File: src/rtl/acc_loader.sv
// -----------------------------------------------------------------------------
// acc_loader
//   Upstream feeder for the block-matching accelerator. One job arrives as a
//   byte stream (valid/ready): 256 current-block pixels followed by 1024
//   search-window pixels, both raster order. Pixels are written into the
//   accelerator's current-block and search memories, the accelerator is
//   started, and the loader reports completion once the accelerator finishes.
//
//   Optional build macro: ACC_LOADER_CSUM_EN
//     defined   -> csum_o carries a 16-bit wrapping sum of the job's bytes
//     undefined -> csum_o is tied to 0 and no accumulator is built
//
// Ports:
//   clk_i, rst_ni          clock, synchronous active-low reset
//   load_req_i             request a new job (sampled while idle)
//   s_valid_i/s_ready_o    stream handshake
//   s_data_i, s_last_i     pixel byte, final-beat marker
//   curr_we_o/waddr/wdata  current-block memory write port (registered)
//   search_we_o/waddr/wdata search-window memory write port (registered)
//   acc_start_o            one-cycle accelerator start pulse
//   acc_finish_i           accelerator finish
//   acc_busy_i             accelerator busy (blocks a new load)
//   busy_o                 loader not idle
//   done_o                 one-cycle job-complete pulse
//   err_o                  sticky framing error
//   csum_o                 stream checksum (see macro above)
// -----------------------------------------------------------------------------
module acc_loader #(
  parameter int CURR_BYTES   = 256,
  parameter int SEARCH_BYTES = 1024,
  parameter int CURR_AW      = 8,
  parameter int SEARCH_AW    = 10
) (
  input  logic                 clk_i,
  input  logic                 rst_ni,
  input  logic                 load_req_i,
  input  logic                 s_valid_i,
  output logic                 s_ready_o,
  input  logic [7:0]           s_data_i,
  input  logic                 s_last_i,
  output logic                 curr_we_o,
  output logic [CURR_AW-1:0]   curr_waddr_o,
  output logic [7:0]           curr_wdata_o,
  output logic                 search_we_o,
  output logic [SEARCH_AW-1:0] search_waddr_o,
  output logic [7:0]           search_wdata_o,
  output logic                 acc_start_o,
  input  logic                 acc_finish_i,
  input  logic                 acc_busy_i,
  output logic                 busy_o,
  output logic                 done_o,
  output logic                 err_o,
  output logic [15:0]          csum_o
);

  localparam logic [10:0] LAST_CURR = 11'(CURR_BYTES - 1);
  localparam logic [10:0] LAST_BEAT = 11'(CURR_BYTES + SEARCH_BYTES - 1);

  typedef enum logic [2:0] {
    IDLE    = 3'd0,
    LD_CURR = 3'd1,
    LD_SRCH = 3'd2,
    KICK    = 3'd3,
    WAIT    = 3'd4,
    DONE    = 3'd5
  } state_t;

  state_t                 state_r;
  state_t                 next_s;
  logic [10:0]            cnt_r;
  logic                   curr_we_r;
  logic [CURR_AW-1:0]     curr_waddr_r;
  logic [7:0]             curr_wdata_r;
  logic                   search_we_r;
  logic [SEARCH_AW-1:0]   search_waddr_r;
  logic [7:0]             search_wdata_r;
  logic                   start_r;
  logic                   busy_r;
  logic                   done_r;
  logic                   err_r;

  logic                   ready_s;
  logic                   beat_acc_s;
  logic                   load_acc_s;
  logic                   err_set_s;
  logic                   wr_curr_s;
  logic                   wr_srch_s;
  logic                   start_set_s;
  logic [SEARCH_AW-1:0]   srch_off_s;

  // Ready is a pure decode of the registered state, so it never glitches.
  assign ready_s    = (state_r == LD_CURR) || (state_r == LD_SRCH);
  assign beat_acc_s = s_valid_i && ready_s;
  // Search beats are numbered after the current block; rebase to address 0.
  assign srch_off_s = SEARCH_AW'(cnt_r - 11'(CURR_BYTES));

  // Next-state and per-cycle control strobes.
  always_comb begin
    next_s      = state_r;
    load_acc_s  = 1'b0;
    err_set_s   = 1'b0;
    wr_curr_s   = 1'b0;
    wr_srch_s   = 1'b0;
    start_set_s = 1'b0;
    case (state_r)
      IDLE: begin
        if (load_req_i && !acc_busy_i) begin
          next_s     = LD_CURR;
          load_acc_s = 1'b1;
        end else begin
          next_s = IDLE;
        end
      end
      LD_CURR: begin
        if (beat_acc_s) begin
          wr_curr_s = 1'b1;
          if (s_last_i) begin
            // Early last marker: the beat is still written, then abort.
            err_set_s = 1'b1;
            next_s    = IDLE;
          end else if (cnt_r == LAST_CURR) begin
            next_s = LD_SRCH;
          end else begin
            next_s = LD_CURR;
          end
        end else begin
          next_s = LD_CURR;
        end
      end
      LD_SRCH: begin
        if (beat_acc_s) begin
          wr_srch_s = 1'b1;
          if (cnt_r == LAST_BEAT) begin
            if (s_last_i) begin
              next_s = KICK;
            end else begin
              err_set_s = 1'b1;
              next_s    = IDLE;
            end
          end else if (s_last_i) begin
            err_set_s = 1'b1;
            next_s    = IDLE;
          end else begin
            next_s = LD_SRCH;
          end
        end else begin
          next_s = LD_SRCH;
        end
      end
      KICK: begin
        // Final search write is on the port this cycle; start follows it.
        start_set_s = 1'b1;
        next_s      = WAIT;
      end
      WAIT: begin
        if (acc_finish_i) begin
          next_s = DONE;
        end else begin
          next_s = WAIT;
        end
      end
      DONE: begin
        next_s = IDLE;
      end
      default: begin
        next_s = IDLE;
      end
    endcase
  end

  // State, beat counter, registered write ports and status outputs.
  always_ff @(posedge clk_i) begin
    if (!rst_ni) begin
      state_r        <= IDLE;
      cnt_r          <= 11'd0;
      curr_we_r      <= 1'b0;
      curr_waddr_r   <= '0;
      curr_wdata_r   <= 8'd0;
      search_we_r    <= 1'b0;
      search_waddr_r <= '0;
      search_wdata_r <= 8'd0;
      start_r        <= 1'b0;
      busy_r         <= 1'b0;
      done_r         <= 1'b0;
      err_r          <= 1'b0;
    end else begin
      state_r     <= next_s;
      curr_we_r   <= wr_curr_s;
      search_we_r <= wr_srch_s;
      if (wr_curr_s) begin
        curr_waddr_r <= CURR_AW'(cnt_r);
        curr_wdata_r <= s_data_i;
      end
      if (wr_srch_s) begin
        search_waddr_r <= srch_off_s;
        search_wdata_r <= s_data_i;
      end
      if (load_acc_s) begin
        cnt_r <= 11'd0;
      end else if (beat_acc_s) begin
        cnt_r <= cnt_r + 11'd1;
      end
      if (load_acc_s) begin
        err_r <= 1'b0;
      end else if (err_set_s) begin
        err_r <= 1'b1;
      end
      start_r <= start_set_s;
      busy_r  <= (next_s != IDLE);
      done_r  <= (next_s == DONE);
    end
  end

`ifdef ACC_LOADER_CSUM_EN
  logic [15:0] csum_r;

  // Wrapping byte sum of the current job, cleared when a load is accepted.
  always_ff @(posedge clk_i) begin
    if (!rst_ni) begin
      csum_r <= 16'd0;
    end else if (load_acc_s) begin
      csum_r <= 16'd0;
    end else if (beat_acc_s) begin
      csum_r <= csum_r + {8'd0, s_data_i};
    end
  end

  assign csum_o = csum_r;
`else
  assign csum_o = 16'd0;
`endif

  assign s_ready_o      = ready_s;
  assign curr_we_o      = curr_we_r;
  assign curr_waddr_o   = curr_waddr_r;
  assign curr_wdata_o   = curr_wdata_r;
  assign search_we_o    = search_we_r;
  assign search_waddr_o = search_waddr_r;
  assign search_wdata_o = search_wdata_r;
  assign acc_start_o    = start_r;
  assign busy_o         = busy_r;
  assign done_o         = done_r;
  assign err_o          = err_r;

endmodule

File: config.mk
export PLATFORM = sky130hd
export DESIGN_NAME = acc_loader
export DESIGN_NICKNAME = d
export VERILOG_FILES = /design/src/rtl/acc_loader.sv
export SDC_FILE = /design/constraint.sdc
export NUM_CORES = 1
export LEC_CHECK = 0
export BUFFER_PORTS_ARGS = -buffer_cell sky130_fd_sc_hd__buf_4
export CAP_MARGIN = 20
export CELL_PAD_IN_SITES_DETAIL_PLACEMENT = 1
export CELL_PAD_IN_SITES_GLOBAL_PLACEMENT = 1
export CORE_UTILIZATION = 40
export CTS_CLUSTER_SIZE = 40
export DETAILED_ROUTE_END_ITERATION = 10
export MAX_ROUTING_LAYER = met4
export PLACE_DENSITY = 0.9
export SLEW_MARGIN = 40
export SYNTH_ARGS = -nofsm -noshare
export SYNTH_HDL_FRONTEND = slang
export SYNTH_SLANG_ARGS = --single-unit
File: constraint.sdc
create_clock -name clk_i -period 2.66 [get_ports clk_i]
set_clock_uncertainty 0.05 [all_clocks]
set_input_delay 0.133 -clock clk_i [delete_from_list [all_inputs] [get_ports clk_i]]
set_output_delay 0.133 -clock clk_i [all_outputs]
set_load 0.1 [all_outputs]
==> metrics.txt <==
outcome=finished, final reports clean; number of port buffers=55; post-CTS setup repair buffer count=0; FMAX=0.478 GHz; Final Setup Violations=0; r2r startpoint=state_r[1]; vias in the first global route=2108; NetSw=463 µW; clock tree buffer depth=2; core footprint=5680 µm²; antenna cells=0; root buffer cell=clkbuf_8; Nets=351; Setup WS post-layout=0.568 ns; TritonCTS clock tree=yes; Leak Pwr=0.00114 µW; largest net degree at the start of global routing=42; first-pass GRT wire length=9.94 mm; Post-synth ARST share=0; Cell Area, Synth=2420 µm²; Starting DRT DRC Count=128; Placed Cells=397; number of routed nets with antenna violations=0; # hold bufs at CTS=0; RSZ-0062 raised after global routing=false; switch share=0.289; GR Util All Layers=0.205; gpl congestion=0.845; Syn. warnings=0; Worst-Margin Slew=0.707 ns; syn_area_per_cell=8.34 µm²; vias per cell=5.09; final setup TNS=0 ns; num rows=27; post-synthesis cell type count=37; Resized Gates After CTS=0; pins over their slew limit=0; R2R cell count=4; most common library cell in the layout ignoring fill and taps=nand2_1; CTS buffer count=5; I/O Pins=72; post-DR wirelength/cell=15.4 µm; via count=2060; synthesized flop and latch total=54; EDFF count, synth=0; P per Cell Area=554 nW/µm²; Flop pwr share=0.513; initial core utilization=0.426; Routed WL=6.22 mm; r2r setup slk=0.57 ns; drt pass-1 iters=4; hold path start=s_data_i[5]; Required @ worst endpoint=2.81 ns; initial antenna violation count=0; Non-Filler Instances=405; Clock transition at path regs=0.10 ns; Cells after Synth=290; Setup CP Type=reg2reg; worst slack, placed=0.507 ns; die width=79.8 µm; critical path cell sequence=xnor2_2 -> nor4_1 -> a211oi_1 -> a31o_2; post-DP HPWL=4.43 mm; Worst R2R End=cnt_r[10]; min cycle time layout=2.09 ns; Clock Latency Late Sink=0.31 ns; Synth Flop Type=dfxtp_1; area delta synth->final=19.8%; Worst Hold Class=in2reg; Remaining Overflow, GRT=0; Critical Path Source Type=flip-flop; max cap viols=0; most frequent cells in the layout=nand2_1 (76), buf_4 (58), dfxtp_1 (54); crit share post-route=0.787; Int Power=1140 µW; DRC viols=0; critical path's slowest cell=nor4_1; Die Height=79.8 µm; Crit. End Element=flip-flop; die area=6360 µm²; layout cells sized above 1=0.207; final hold vios=0; critical path arrival=2.24 ns; Clock Sinks=54; CP peak stage delay=0.67 ns; Clk pwr share=0.339; Logic pwr share=0.148; Peak VDD IR=240 µV; Slew HR=0.527; Hold Path Sink=curr_wdata_o[5]; H-Tree Depth=2; Hold Path Cell Cnt=3; Seq/Total Area, Yosys=0.447; crit path max fanout=12
==> power by group through the flow <==
stage | Clock (µW) | Combinational (µW) | Sequential, µW
2_1_floorplan | 0 | 175 | 877
3_3_place_gp | 0 | 233 | 840
3_5_place_dp | 0 | 236 | 841
4_1_cts | 552 | 236 | 822
5_1_grt | 579 | 248 | 824
6_report | 544 | 237 | 822
==> kinds of logic after synthesis <==
kind of cell,after synthesis,synth area share
flops,54,0.447
xor+xnor,9,0.0326
other cells,1,0.00155
buf+inv,41,0.0947
fa+ha+maj,4,0.0207
compound gates,51,0.155
simple gates,130,0.249
==> flip-flops by register name, indices dropped and copies added (netlist names) <==
name,cells
busy_o,1
curr_wdata_o,8
search_wdata_o,8
state_r,3
search_waddr_o,10
acc_start_o,1
cnt_r,11
search_we_o,1
curr_we_o,1
err_o,1
curr_waddr_o,8
done_o,1
==> worst max-delay path by stage <==
| stage | cells past startpoint | from | endpoint | slack [ns] |
|---|---|---|---|---|
| after global routing | 5 | cnt_r[0] | cnt_r[10] | 0.43 |
| final | 4 | state_r[1] | cnt_r[10] | 0.57 |
| after global placement | 4 | state_r[1] | cnt_r[9] | 0.69 |
| after CTS | 4 | state_r[1] | cnt_r[10] | 0.49 |
| after detailed placement | 4 | state_r[1] | cnt_r[10] | 0.51 |
| after floorplan | 4 | state_r[0] | s_ready_o | 0.50 |
==> metrics by stage <==
stage                     hold slack [ns]  total power, µW  area (µm²)   util
final                              0.0323             1600        2900  0.510
after global placement              0.356             1070        2780  0.490
after detailed placement            0.367             1080        2780  0.490
after floorplan                     0.228             1050        2470      -
after CTS                          0.0349             1610        2890  0.509
after global routing               0.0366             1650        2900  0.510
==> layout make-up <==
class | instances | area (µm²)
Fill cell | 714 | 2780
Multi-Input combinational cell | 210 | 1170
Sequential cell | 54 | 1080
Timing Repair Buffer | 58 | 435
Tap cell | 72 | 90.1
Clock buffer | 7 | 76.3
Clock inverter | 1 | 30.0
Inverter | 3 | 11.3
==> Yosys cell counts, types with 3 or more instances <==
| cell | instances | area [µm²] |
|---|---|---|
| clkbuf_1 | 12 | 45.0 |
| nor4_1 | 3 | 18.8 |
| ha_1 | 4 | 50.1 |
| nand3b_1 | 3 | 22.5 |
| inv_1 | 3 | 11.3 |
| nor2_1 | 16 | 60.1 |
| a21boi_0 | 34 | 255 |
| o21ai_0 | 4 | 20.0 |
| nand3_1 | 5 | 25.0 |
| buf_2 | 9 | 45.0 |
| nand4_1 | 4 | 25.0 |
| dfxtp_1 | 54 | 1080 |
| buf_4 | 17 | 128 |
| nand2_1 | 76 | 285 |
| nor2b_1 | 4 | 25.0 |
| and2_1 | 3 | 18.8 |
| xnor2_1 | 9 | 78.8 |
| a21oi_1 | 4 | 20.0 |
| and3_1 | 3 | 18.8 |
==> routing by layer <==
metal	vias to the layer above	GRT usage	wire length (µm)
li1	1008	-	-
met1	985	0.240	2700
met2	56	0.358	3160
met3	11	0.0480	263
met4	0	0.0446	92
met5	-	-	0
==> worst max-delay path: cells and delay by family (launching register included) <==
family | cells | cell delay, ns
AOI/OAI and AO/OA | 2 | 0.43
xor gates and xnor gates | 1 | 0.24
DFF | 1 | 0.59
and+or+nand+nor | 1 | 0.67
Power figures use the tool's default switching activity.
